==> src/rtl/occupancy_scanout.sv <==
// VGA scan-out of the 1-bit occupancy grid: generates timing from a pixel-rate enable,
// fetches each visible pixel's cell bit, and drives colour, syncs and the per-frame buffer swap.
module occupancy_scanout #(
    parameter int          GRID_W     = 32,
    parameter int          GRID_H     = 32,
    parameter int          ADDR_WIDTH = 10,
    parameter int          CELL_SHIFT = 4,
    parameter logic [11:0] FG_COLOR   = 12'hFFF,
    parameter logic [11:0] BG_COLOR   = 12'h000,
    parameter logic [11:0] OUT_COLOR  = 12'h222,
    parameter int          H_ACTIVE   = 640,
    parameter int          H_FRONT    = 16,
    parameter int          H_SYNC     = 96,
    parameter int          H_BACK     = 48,
    parameter int          V_ACTIVE   = 480,
    parameter int          V_FRONT    = 10,
    parameter int          V_SYNC     = 2,
    parameter int          V_BACK     = 33
) (
    input  logic                  clk,
    input  logic                  reset,
    input  logic                  pix_en,
    output logic [ADDR_WIDTH-1:0] read_addr,
    input  logic                  read_data,
    output logic                  frame_swap,
    output logic                  hsync,
    output logic                  vsync,
    output logic [11:0]           vga_rgb,
    output logic [7:0]            frame_count
);

    localparam int H_TOTAL = H_ACTIVE + H_FRONT + H_SYNC + H_BACK;
    localparam int V_TOTAL = V_ACTIVE + V_FRONT + V_SYNC + V_BACK;
    localparam int HW      = $clog2(H_TOTAL);
    localparam int VW      = $clog2(V_TOTAL);

    localparam logic [31:0] H_ACT_U  = 32'(H_ACTIVE);
    localparam logic [31:0] V_ACT_U  = 32'(V_ACTIVE);
    localparam logic [31:0] HS_BEG_U = 32'(H_ACTIVE + H_FRONT);
    localparam logic [31:0] HS_END_U = 32'(H_ACTIVE + H_FRONT + H_SYNC);
    localparam logic [31:0] VS_BEG_U = 32'(V_ACTIVE + V_FRONT);
    localparam logic [31:0] VS_END_U = 32'(V_ACTIVE + V_FRONT + V_SYNC);
    localparam logic [31:0] GRID_W_U = 32'(GRID_W);
    localparam logic [31:0] GRID_H_U = 32'(GRID_H);

    logic [HW-1:0] h_cnt;
    logic [VW-1:0] v_cnt;
    logic          h_last;
    logic          v_last;

    assign h_last = (h_cnt == HW'(H_TOTAL - 1));
    assign v_last = (v_cnt == VW'(V_TOTAL - 1));

    // Swap fires on the pixel step that enters the first blanking line, never inside active video.
    always_ff @(posedge clk or posedge reset) begin
        if (reset) begin
            h_cnt       <= '0;
            v_cnt       <= '0;
            frame_swap  <= 1'b0;
            frame_count <= 8'd0;
        end else begin
            frame_swap <= 1'b0;
            if (pix_en) begin
                if (h_last) begin
                    h_cnt <= '0;
                    v_cnt <= v_last ? '0 : v_cnt + 1'b1;
                    if (v_cnt == VW'(V_ACTIVE - 1)) begin
                        frame_swap  <= 1'b1;
                        frame_count <= frame_count + 8'd1;
                    end
                end else begin
                    h_cnt <= h_cnt + 1'b1;
                end
            end
        end
    end

    logic [31:0]           h_ext, v_ext, cell_x, cell_y;
    logic                  active_c, in_grid_c, hs_raw_c, vs_raw_c;
    logic [ADDR_WIDTH-1:0] addr_c;

    always_comb begin
        h_ext     = 32'(h_cnt);
        v_ext     = 32'(v_cnt);
        cell_x    = h_ext >> CELL_SHIFT;
        cell_y    = v_ext >> CELL_SHIFT;
        active_c  = (h_ext < H_ACT_U) && (v_ext < V_ACT_U);
        in_grid_c = active_c && (cell_x < GRID_W_U) && (cell_y < GRID_H_U);
        hs_raw_c  = !((h_ext >= HS_BEG_U) && (h_ext < HS_END_U));
        vs_raw_c  = !((v_ext >= VS_BEG_U) && (v_ext < VS_END_U));
        addr_c    = ADDR_WIDTH'(cell_y * GRID_W_U + cell_x);
    end

    // Three free-running stages; read_data arrives one clk after read_addr, alongside stage 2.
    logic s1_active, s1_in_grid, s1_hs, s1_vs;
    logic s2_active, s2_in_grid, s2_hs, s2_vs;

    always_ff @(posedge clk or posedge reset) begin
        if (reset) begin
            read_addr  <= '0;
            s1_active  <= 1'b0;
            s1_in_grid <= 1'b0;
            s1_hs      <= 1'b1;
            s1_vs      <= 1'b1;
            s2_active  <= 1'b0;
            s2_in_grid <= 1'b0;
            s2_hs      <= 1'b1;
            s2_vs      <= 1'b1;
            hsync      <= 1'b1;
            vsync      <= 1'b1;
            vga_rgb    <= 12'h000;
        end else begin
            if (in_grid_c) begin
                read_addr <= addr_c;
            end
            s1_active  <= active_c;
            s1_in_grid <= in_grid_c;
            s1_hs      <= hs_raw_c;
            s1_vs      <= vs_raw_c;
            s2_active  <= s1_active;
            s2_in_grid <= s1_in_grid;
            s2_hs      <= s1_hs;
            s2_vs      <= s1_vs;
            hsync      <= s2_hs;
            vsync      <= s2_vs;
            // read_data is only consulted for in-grid pixels, so a stale or unknown bit elsewhere is masked.
            if (!s2_active) begin
                vga_rgb <= 12'h000;
            end else if (!s2_in_grid) begin
                vga_rgb <= OUT_COLOR;
            end else if (read_data) begin
                vga_rgb <= FG_COLOR;
            end else begin
                vga_rgb <= BG_COLOR;
            end
        end
    end

endmodule

==> config.mk <==
export PLATFORM = sky130hd
export DESIGN_NAME = occupancy_scanout
export DESIGN_NICKNAME = d
export VERILOG_FILES = /design/src/rtl/occupancy_scanout.sv
export SDC_FILE = /design/constraint.sdc
export NUM_CORES = 1
export LEC_CHECK = 0
export CAP_MARGIN = 20
export CORE_MARGIN = 1.5
export CORE_UTILIZATION = 30
export DETAILED_ROUTE_END_ITERATION = 7
export GPL_TIMING_DRIVEN = 1
export HOLD_SLACK_MARGIN = 0.02
export PLACE_DENSITY = 0.46
export SYNTH_ARGS = -nofsm -noshare
export SYNTH_HDL_FRONTEND = slang
export SYNTH_SLANG_ARGS = --single-unit
==> constraint.sdc <==
create_clock -name clk -period 2.8 [get_ports clk]
set_clock_uncertainty 0.2 [all_clocks]
set_input_delay 0.56 -clock clk [delete_from_list [all_inputs] [get_ports clk]]
set_output_delay 0.56 -clock clk [all_outputs]
set_load 0.05 [all_outputs]
-- After elaboration in Yosys (flattened, before gate mapping)
Cells that the tools add are included.
- flip-flop bits (word level): 61
- input bits: 4
- output and inout port bits: 33
- logic and storage cells: 48
- $add $sub $neg: 4
- order comparisons: 8
- equal/unequal tests: 3
- mux-type cells: 8
- reduce and logical (&&, ||, !) cells: 9
- operators with widths (kind ; count):
    2-to-1 mux 12 bit ; 3
    adder 10 x 1 -> 10 bit, second input constant ; 2
    equality test 10 bit, second input constant ; 2
    less-than comparator 10 bit, second input constant ; 2
    less-than comparator 10 x 9 -> 1 bit, second input constant ; 2
    2-to-1 mux 10 bit ; 2
    less-than comparator 6 bit, second input constant ; 2
    adder 10 x 6 -> 10 bit ; 1
    equality test 10 x 9 -> 1 bit, second input constant ; 1
    >= comparator 10 bit, second input constant ; 1
    >= comparator 10 x 9 -> 1 bit, second input constant ; 1
    adder 8 x 1 -> 8 bit, second input constant ; 1
    logical AND 1 bit ; 5
    2-to-1 mux 1 bit ; 3
    AND reduction 3 bit ; 1
    logical NOT 1 bit ; 2
    AND reduction 2 bit ; 1

-- Depth between registers and ports, before layout
Gate-level depths: netlist of run 1.
- depth in word-level cells: 4
- gate-level depth with buffers: 7
- gate-level depth less buffers: 6

-- Worst setup path before layout of run 1
Ideal clock, no wire load.
- path kind: flip-flop to flip-flop
- start point: register v_cnt[6]
- end point: register read_addr[0]
- library setup time: 0.125 ns
- arrival: 1.609 ns
- required time: 2.475 ns
- setup slack: 0.867 ns
- cell stages (with the launch flop): 6
- path buffers: 2
- clock period less this slack: 1.933 ns
- cell sequence: dfrtp_1 -> buf_2 -> and3_1 -> a211oi_2 -> buf_4 -> mux2_2
- cells in the longest elaborated chain, start to end: 4
- elaborated cells on any way between the ends: 5
- those cells by class: 2 x order compare; 3 x reduce/logical
- ends and longest elaborated chain (item ; RTL line ; text):
    start: declaration ; 47 ; logic [VW-1:0] v_cnt;
    start signal: assignment ; 66 ; v_cnt <= v_last ? '0 : v_cnt + 1'b1;
    less-than comparator 10 x 9 -> 1 bit ; 87 ; active_c = (h_ext < H_ACT_U) && (v_ext < V_ACT_U);
    logical AND 1 bit ; 87 ;
    logical AND 1 bit ; 88 ; in_grid_c = active_c && (cell_x < GRID_W_U) && (cell_y < GRID_H_U);
    logical AND 1 bit * ; 88 ;
    net in_grid_c ; 79 ; logic active_c, in_grid_c, hs_raw_c, vs_raw_c;
    end signal: assignment ; 114 ; read_addr <= addr_c;
    end: declaration ; 23 ; output logic [ADDR_WIDTH-1:0] read_addr,
The timed path passes the listed nets; every way through them passes the cells marked *.
A chain may end at the register's enable or synchronous reset.

==> results.md, run 1 <==
- Summing internal, switching and leakage power gives 1.42 mW.
- The number of flops mapped to enable cells by yosys is 0.
- The flow ran to the end, and the final reports show no timing, DRC or antenna violations.
- After filler insertion, the fill cell instance count of the layout stands at 799.
- STA classifies the critical path endpoint as a primary output.
- The count of buffers added on input and output ports is 36.
- The count of antenna-violating nets left after detailed routing is 0.
- Buffers added to address setup during post-CTS repair amount to 0.
- The worst hold path belongs to the class register to register.
- The clock root buffer master is clkbuf_8.
- In the final routed layout, each cell accounts on average for 13.0 µm.
- The final design utilization is 0.374.
- The power density over cell area is approximately 490 nW/µm².
- The remaining design rule violation count is 0.
- Averaged over all synthesized cells, the footprint is 11.5 µm².
- In the finished design, the share of the clock period the worst path needs comes to 0.847.
- The met3 usage in global routing is 0.0304.
- The setup TNS is 0 ns.
- The final net count is 250.
- The cell area after layout is 2900 µm².
- Of the synthesized area, sequential elements account for 0.530.
- The count of final hold-check violations came to 0.
- The number of global-route vias before repair was approximately 1600.
- The worst path in the final design needs a cycle of ~2.4 ns, including I/O delays and setup.
- The detailed router finished its first iteration with 38 violations.
- The first detailed-routing pass ran for 4 iterations.
- The share of synthesized registers carrying an async set or reset is 1.00.
- The leakage power is 1.35 nW.
- IR analysis of the VDD net gives a maximum drop of roughly 0.20 mV.
- The number of placed instances, taps included, is between 300 and 400.
- The library cells used most frequently in the layout, excluding fill and tap cells, are dfrtp_1, clkdlybuf4s50_1, xor2_1.
- For this run, global-route usage on met1 was measured as 0.151.
- The worst relative slew slack is 0.665.
- The type of the worst setup path is register to primary output.
- Once placement finished, the instance area stood at around 2800 µm².
- The highest attainable clock frequency is about 420 MHz.
- The area of the die is roughly 8600 µm².
- The total number of yosys warnings is 0.
- The number of hold-repair buffers added at the cts stage is 0.
- The deepest clock path buffer count is 2.
- The worst path arrival time is about 1.6 ns.
- After synthesis the netlist holds a flip-flop and latch count of 51.
- TritonCTS built the clock tree.
- Across the run, the number of max-cap violations was 0.
- 37 I/O pins were placed.
- Clock-pin slew was measured on the worst setup and hold paths at approximately 0.09 ns.
- The data required time at the worst endpoint is 2.04 ns.
- Entering global routing, the biggest net connects 52 pins.
- The final weighted congestion in routability-driven placement is ~0.69.
- Summing over every cut layer, the via total after detailed routing is roughly 1600.
- The latest clock arrival within the worst-skew pair is approximately 0.3 ns.
- The horizontal die dimension is between 90 and 100 µm.
- After global routing the overflow that remains totals 0.
- The startpoint type of the worst setup path is a register.
- From bottom edge to top edge, the die measures 92.9 µm.
- The number of nets handed over by synthesis was around 220.
- The most common library cell in the layout ignoring fill and taps is dfrtp_1.
- Broken down by cell family, the worst path's largest delay share belongs to buffers and inverters.
- The region available for standard cell placement spans 7770 µm².
- The worst-margin pin slew is approximately 0.50 ns.
- The busiest layer in global routing is met2.
- The share of cells above drive strength 1 is 0.158.
- The cell type of the slowest stage on the worst timing path is clkdlybuf4s50_1.
- The CTS buffer count is 5.
- The largest fanout on the critical path is 9.
- The number of max-slew violations in the final report is 0.
- Summed over all layers, the routed wires come to approximately 4500 µm.
- Among all flip-flop cells after synthesis, the most frequent one is dfrtp_1.
- The site row count is 32.
- The area growth from synthesis to layout is 19.8%.
- The cell area after synthesis is 2420 µm².
- Once the clock tree was built, the resizer swapped 0 gates to a different size.
- The worst stage delay on the critical path is 0.85 ns.
- Setup violations remaining at the end of the flow were counted as 0.
- The clock drives between 50 and 60 sinks.
- The met2 track demand over resource is 0.186.
- The repair_antennas step left the layout with diodes totalling 0.
- The wire length of the first global-routing pass is about 7700 µm.
- The number of instances in the synthesized netlist is roughly 210.
- The global routing usage summed across all routing layers is 0.115.
- Together, buffers and inverters on the worst path number 1.
- The H-tree was split into 2 levels.
- Traced cell by cell, the critical path runs through clkdlybuf4s50_1.
- The number of antenna violations at the first check in global routing is 0.
- The mean number of vias per cell is 4.54.
- The synthesized netlist contains 44 unique library cells.
- The initial cell density of the core is 0.312.
- The half-perimeter wire length after detailed placement is 3030 µm.
- Once layout is complete, the cells apart from fillers number between 300 and 400.
- Setup repair after global routing left no endpoint under its margin.
[through the flow]
step / hold slack (ns) / setup WS, ns
global route: 0.164 / 0.327
detailed placement: 0.137 / 0.185
finish: 0.158 / 0.427
global placement: 0.135 / 0.212
floorplan: 0.131 / 0.820
CTS: 0.159 / 0.389
[layer usage]
layer / up-vias / part of all wire
li1: 768 / -
met1: 749 / 0.49
met2: 30 / 0.47
met3: 4 / 0.038
met4: 0 / 0.0070
met5: - / 0
[path summary, 6_finish.rpt]
path | startpoint | endpoint | slack [ns] | depth (start not counted)
max in group asynchronous | reset | s2_hs | 1.68 | 3
worst min register to register | s1_in_grid | s2_in_grid | 0.16 | 0
worst min-delay path | s1_in_grid | s2_in_grid | 0.16 | 0
min in group asynchronous | reset | frame_count[4] | 0.42 | 3
worst max-delay path | vga_rgb[10] | vga_rgb[0] | 0.43 | 1
worst max register to register | h_cnt[5] | frame_count[7] | 0.70 | 5
[cell usage after synthesis (all sizes together) (6+ instances only)]
master	instances	area share
mux2	9	0.042
nor2	13	0.020
dfstp	6	0.065
ha	7	0.036
buf	18	0.054
nand4	8	0.027
nand2	15	0.023
inv	9	0.014
xor2	16	0.058
nor3	9	0.023
dfrtp	45	0.46
nand3	8	0.017
[flip-flops by register name, indices dropped and copies added, names as in the netlist]
register / count
h_cnt: 10
hsync: 1
vga_rgb: 2
s2_vs: 1
s1_vs: 1
vsync: 1
frame_count: 8
v_cnt: 10
s2_hs: 1
s1_in_grid: 1
s2_in_grid: 1
s1_hs: 1
read_addr: 10
frame_swap: 1
s2_active: 1
s1_active: 1
[report_power, final]
group / switching [mW] / internal, mW / leakage [nW]
clock network: 0.247 / 0.172 / 0.0477
logic: 0.0642 / 0.0688 / 0.640
registers: 0.0828 / 0.785 / 0.665
[cell type report]
type | count | area (µm²) | share of cell area
well taps | 102 | 128 | 0.0439
clock buffers | 5 | 68.8 | 0.0237
inverters | 9 | 33.8 | 0.0116
flip-flops and latches | 51 | 1280 | 0.442
clock inverters | 3 | 15.0 | 0.00517
multi-input cells | 132 | 972 | 0.335
repair buffers | 40 | 403 | 0.139
[cells by family after synthesis]
logic type                 after synthesis  synth area share
DFF                                     51             0.530
buffers and inverters                   28            0.0692
xor gates and xnor gates                21            0.0759
muxes                                   10            0.0459
adders and majority gates                7            0.0361
AOI/OAI and AO/OA                       17            0.0532
and+or+nand+nor                         77             0.190
Note: power is estimated with default switching activity, not from simulation.
==> run 2: changes to the inputs <==
PLACE_DENSITY = 0.48   (was 0.46)
clock period = 2.02 ns   (was 2.8 ns; I/O delays follow)
==> run 2 against run 1 <==
Clock power increased by 72%. Combinational power increased by 130%. Global-route usage increased by 0.33 points. Flip-flop and latch count unchanged. Via count increased by 6.8%. Setup slack got worse by 0.34 ns. Sequential power increased by 32%. Routed wire length increased by 3.1%. Critical path type is now input pin to register. Highest routed layer unchanged.
==> results.md, run 2 (synthesis results as in run 1) <==
- The run finished with clean final reports.
- The CTS buffer count is 5 (unchanged).
- The site row count is 32 (unchanged).
- The worst min-delay path endpoint is s2_active.
- The final global-route overflow total came to 0 (unchanged).
- The number of detailed-route iterations in the first pass was 4 (unchanged).
- The worst stage delay on the critical path was 0.52 ns (-0.33 ns).
- The area of the die is 8630 µm² (unchanged).
- The latest clock arrival within the worst-skew pair was 0.31 ns (about the same).
- The most common library cell in the layout ignoring fill and taps is buf_4.
- The switching portion of total power is 0.260 (-0.0177).
- The class of the tightest hold or removal check is register to register.
- The minimum setup slack among reg-to-reg paths is 0.12 ns (-0.58 ns).
- The horizontal die dimension is 92.9 µm (unchanged).
- The antenna diode instance count is 0 (unchanged).
- Of the available clock period, the critical path in the final layout requires 0.956.
- The growth of design area from synthesis to finish is 26.0%.
- The power density over cell area is 712 nW/µm² (+45%).
- The internal power came to 1.61 mW (+57%).
- The count of antenna-violating nets left after detailed routing came to 0 (unchanged).
- The area of the placeable core is 7770 µm² (unchanged).
- The vertical extent of the die was 92.9 µm (unchanged).
- The endpoint type of the worst setup path is a register.
- The final design utilization is 0.393 (+0.0192).
- The largest fanout on the critical path was 5 (-4).
- The number of H-tree levels is 2 (unchanged).
- The critical path is of the input pin to register type.
- The global routing usage summed across all routing layers is 0.118 (+0.00327).
- The initial cell density of the core is 0.312 (unchanged).
- The cell type of the slowest stage on the worst timing path is clkdlybuf4s50_1.
- The number of clock sinks is 51 (unchanged).
- The final weighted congestion in routability-driven placement was 0.785 (+13%).
- The share of cells above drive strength 1 is 0.366 (+0.208).
- The I/O pin total is 37 (unchanged).
- The count of final hold-check violations came to 0 (unchanged).
- The number of setup violations in the final report is 0 (unchanged).
- The number of max-slew violations in the final report is 0 (unchanged).
- The peak ir drop on the vdd network was 0.306 mV (+50%).
- The largest registers in the layout are h_cnt x10, read_addr x10, v_cnt x10.
- The remaining design rule violation count is 0 (unchanged).
- The CTS tree is done.
- The clock-pin slew of the registers on the worst-case setup and hold paths was 0.09 ns (about the same).
- The wire length of the first global-routing pass came to 7960 µm (+2.7%).
- After layout, the minimum clock period comes to 1.93 ns.
- The sequential share of power is 0.528 (-0.083).
- The worst-margin pin slew was 0.377 ns (-0.125 ns).
- The detailed-route wire length per cell is 12.6 µm (-3.2%).
- The leakage power is 1.55 nW (+15%).
- The total length of routed wires is 4600 µm (+3.1%).
- The number of maximum-capacitance constraint violations is 0 (unchanged).
- The port buffer count is 36 (unchanged).
- Setup repair after global routing left no endpoint under its margin.
- The worst path arrival time is 1.92 ns (+0.31 ns).
- The number of antenna violations at the first check in global routing is 0 (unchanged).
- The signal on the critical path passes through clkdlybuf4s50_1 > and4_4 > buf_4 > and4_2 > o21ai_0 > a22o_1.
- The clock root buffer master is clkbuf_8.
- The clock power share was 0.331 (+0.036).
- The cell count of the worst reg-to-reg path is 6 (+1).
- In this run the critical register-to-register path is launched from h_cnt[1].
- The mean number of vias per cell is 4.55 (+0.32%).
- The worst-case hold slack is 0.154 ns (-0.00440 ns).
- The half-perimeter wire length after detailed placement was 3400 µm (+12%).
- The final net count was 272 (+8.8%).
- The start point of the worst hold path is s1_active.
- The largest net degree at the start of global routing is 21 (-60%).
- The startpoint type of the worst setup path is an input pin.
- The number of stages on the worst hold path is 0 (unchanged).
- The net switching component of the power came to 565 µW (+43%).
- The share of power burned in combinational logic is 0.141 (+0.047).
- The data required time at the worst endpoint is 2.01 ns (-0.03 ns).
- The highest attainable clock frequency is around 520 MHz.
- The capture point of the worst reg-to-reg path is v_cnt[2].
- The number of setup buffers added after CTS came to 0 (unchanged).
- In the layout the commonest cells are buf_4, dfrtp_1, xor2_1.
- The worst relative slew slack is 0.747 (+0.0818).
- The number of global-route vias before repair is 1661 (+1.8%).
- The count of routing violations after the opening detailed-route iteration is 40 (+5.3%).
- The deepest clock path buffer count came to 2 (unchanged).
- The detailed-route via count came to 1656 (+6.8%).
-- run 2: final cells by class --
cell class	count	area, µm²
fillers	785	4710
flip-flops and latches	51	1280
multi-input cells	132	985
repair buffers	62	510
well taps	102	128
clock buffers	5	68.8
clock inverters	3	43.8
inverters	9	33.8
-- run 2: repair_timing --
action | in CTS | in global routing
endpoints found under the setup margin | 0 | 6
gates resized for setup | 0 | 4
hold buffers | 0 | 0
-- run 2: worst max-delay path, delay by kind of cell --
family | cells | cell delay, ns
simple gates | 2 | 0.51
buf+inv | 2 | 0.67
compound gates | 2 | 0.34
-- run 2: per-stage QoR --
step	power [mW]	cells	setup TNS [ns]	area [µm²]	setup slack [ns]
after floorplan	1.38	211	0	2420	0.0868
after global placement	1.47	356	-4.56	2930	-0.266
after detailed placement	1.47	356	-4.86	2930	-0.301
after CTS	2.21	364	0	3040	0.0276
after global routing	2.30	364	0	3050	0.00630
final	2.17	364	0	3050	0.0895
-- run 2: how the worst max path moves through the flow --
stage,startpoint,to,slack (ns),depth (start not counted)
3_5_place_dp,pix_en,v_cnt[2],-0.30,6
3_3_place_gp,pix_en,v_cnt[2],-0.27,6
6_report,pix_en,v_cnt[2],0.09,6
5_1_grt,h_cnt[7],frame_count[4],0.006,5
2_1_floorplan,v_cnt[6],read_addr[0],0.09,5
4_1_cts,pix_en,v_cnt[2],0.03,6
-- run 2: power by group through the flow --
stage               Sequential, mW  Clock, mW  Combinational [mW]
floorplan                     1.16          0               0.220
global placement              1.17          0               0.307
detailed placement            1.16          0               0.312
CTS                           1.15      0.751               0.310
global route                  1.16      0.788               0.350
finish                        1.15      0.720               0.307
-- run 2: per-layer routing --
layer,wire length (µm),vias to the layer above,global-route usage,part of all wire
met4,77,0,0.0417,0.017
met2,2040,32,0.178,0.44
li1,-,812,-,-
met1,2290,805,0.166,0.50
met3,179,7,0.0255,0.039
met5,0,-,0,0
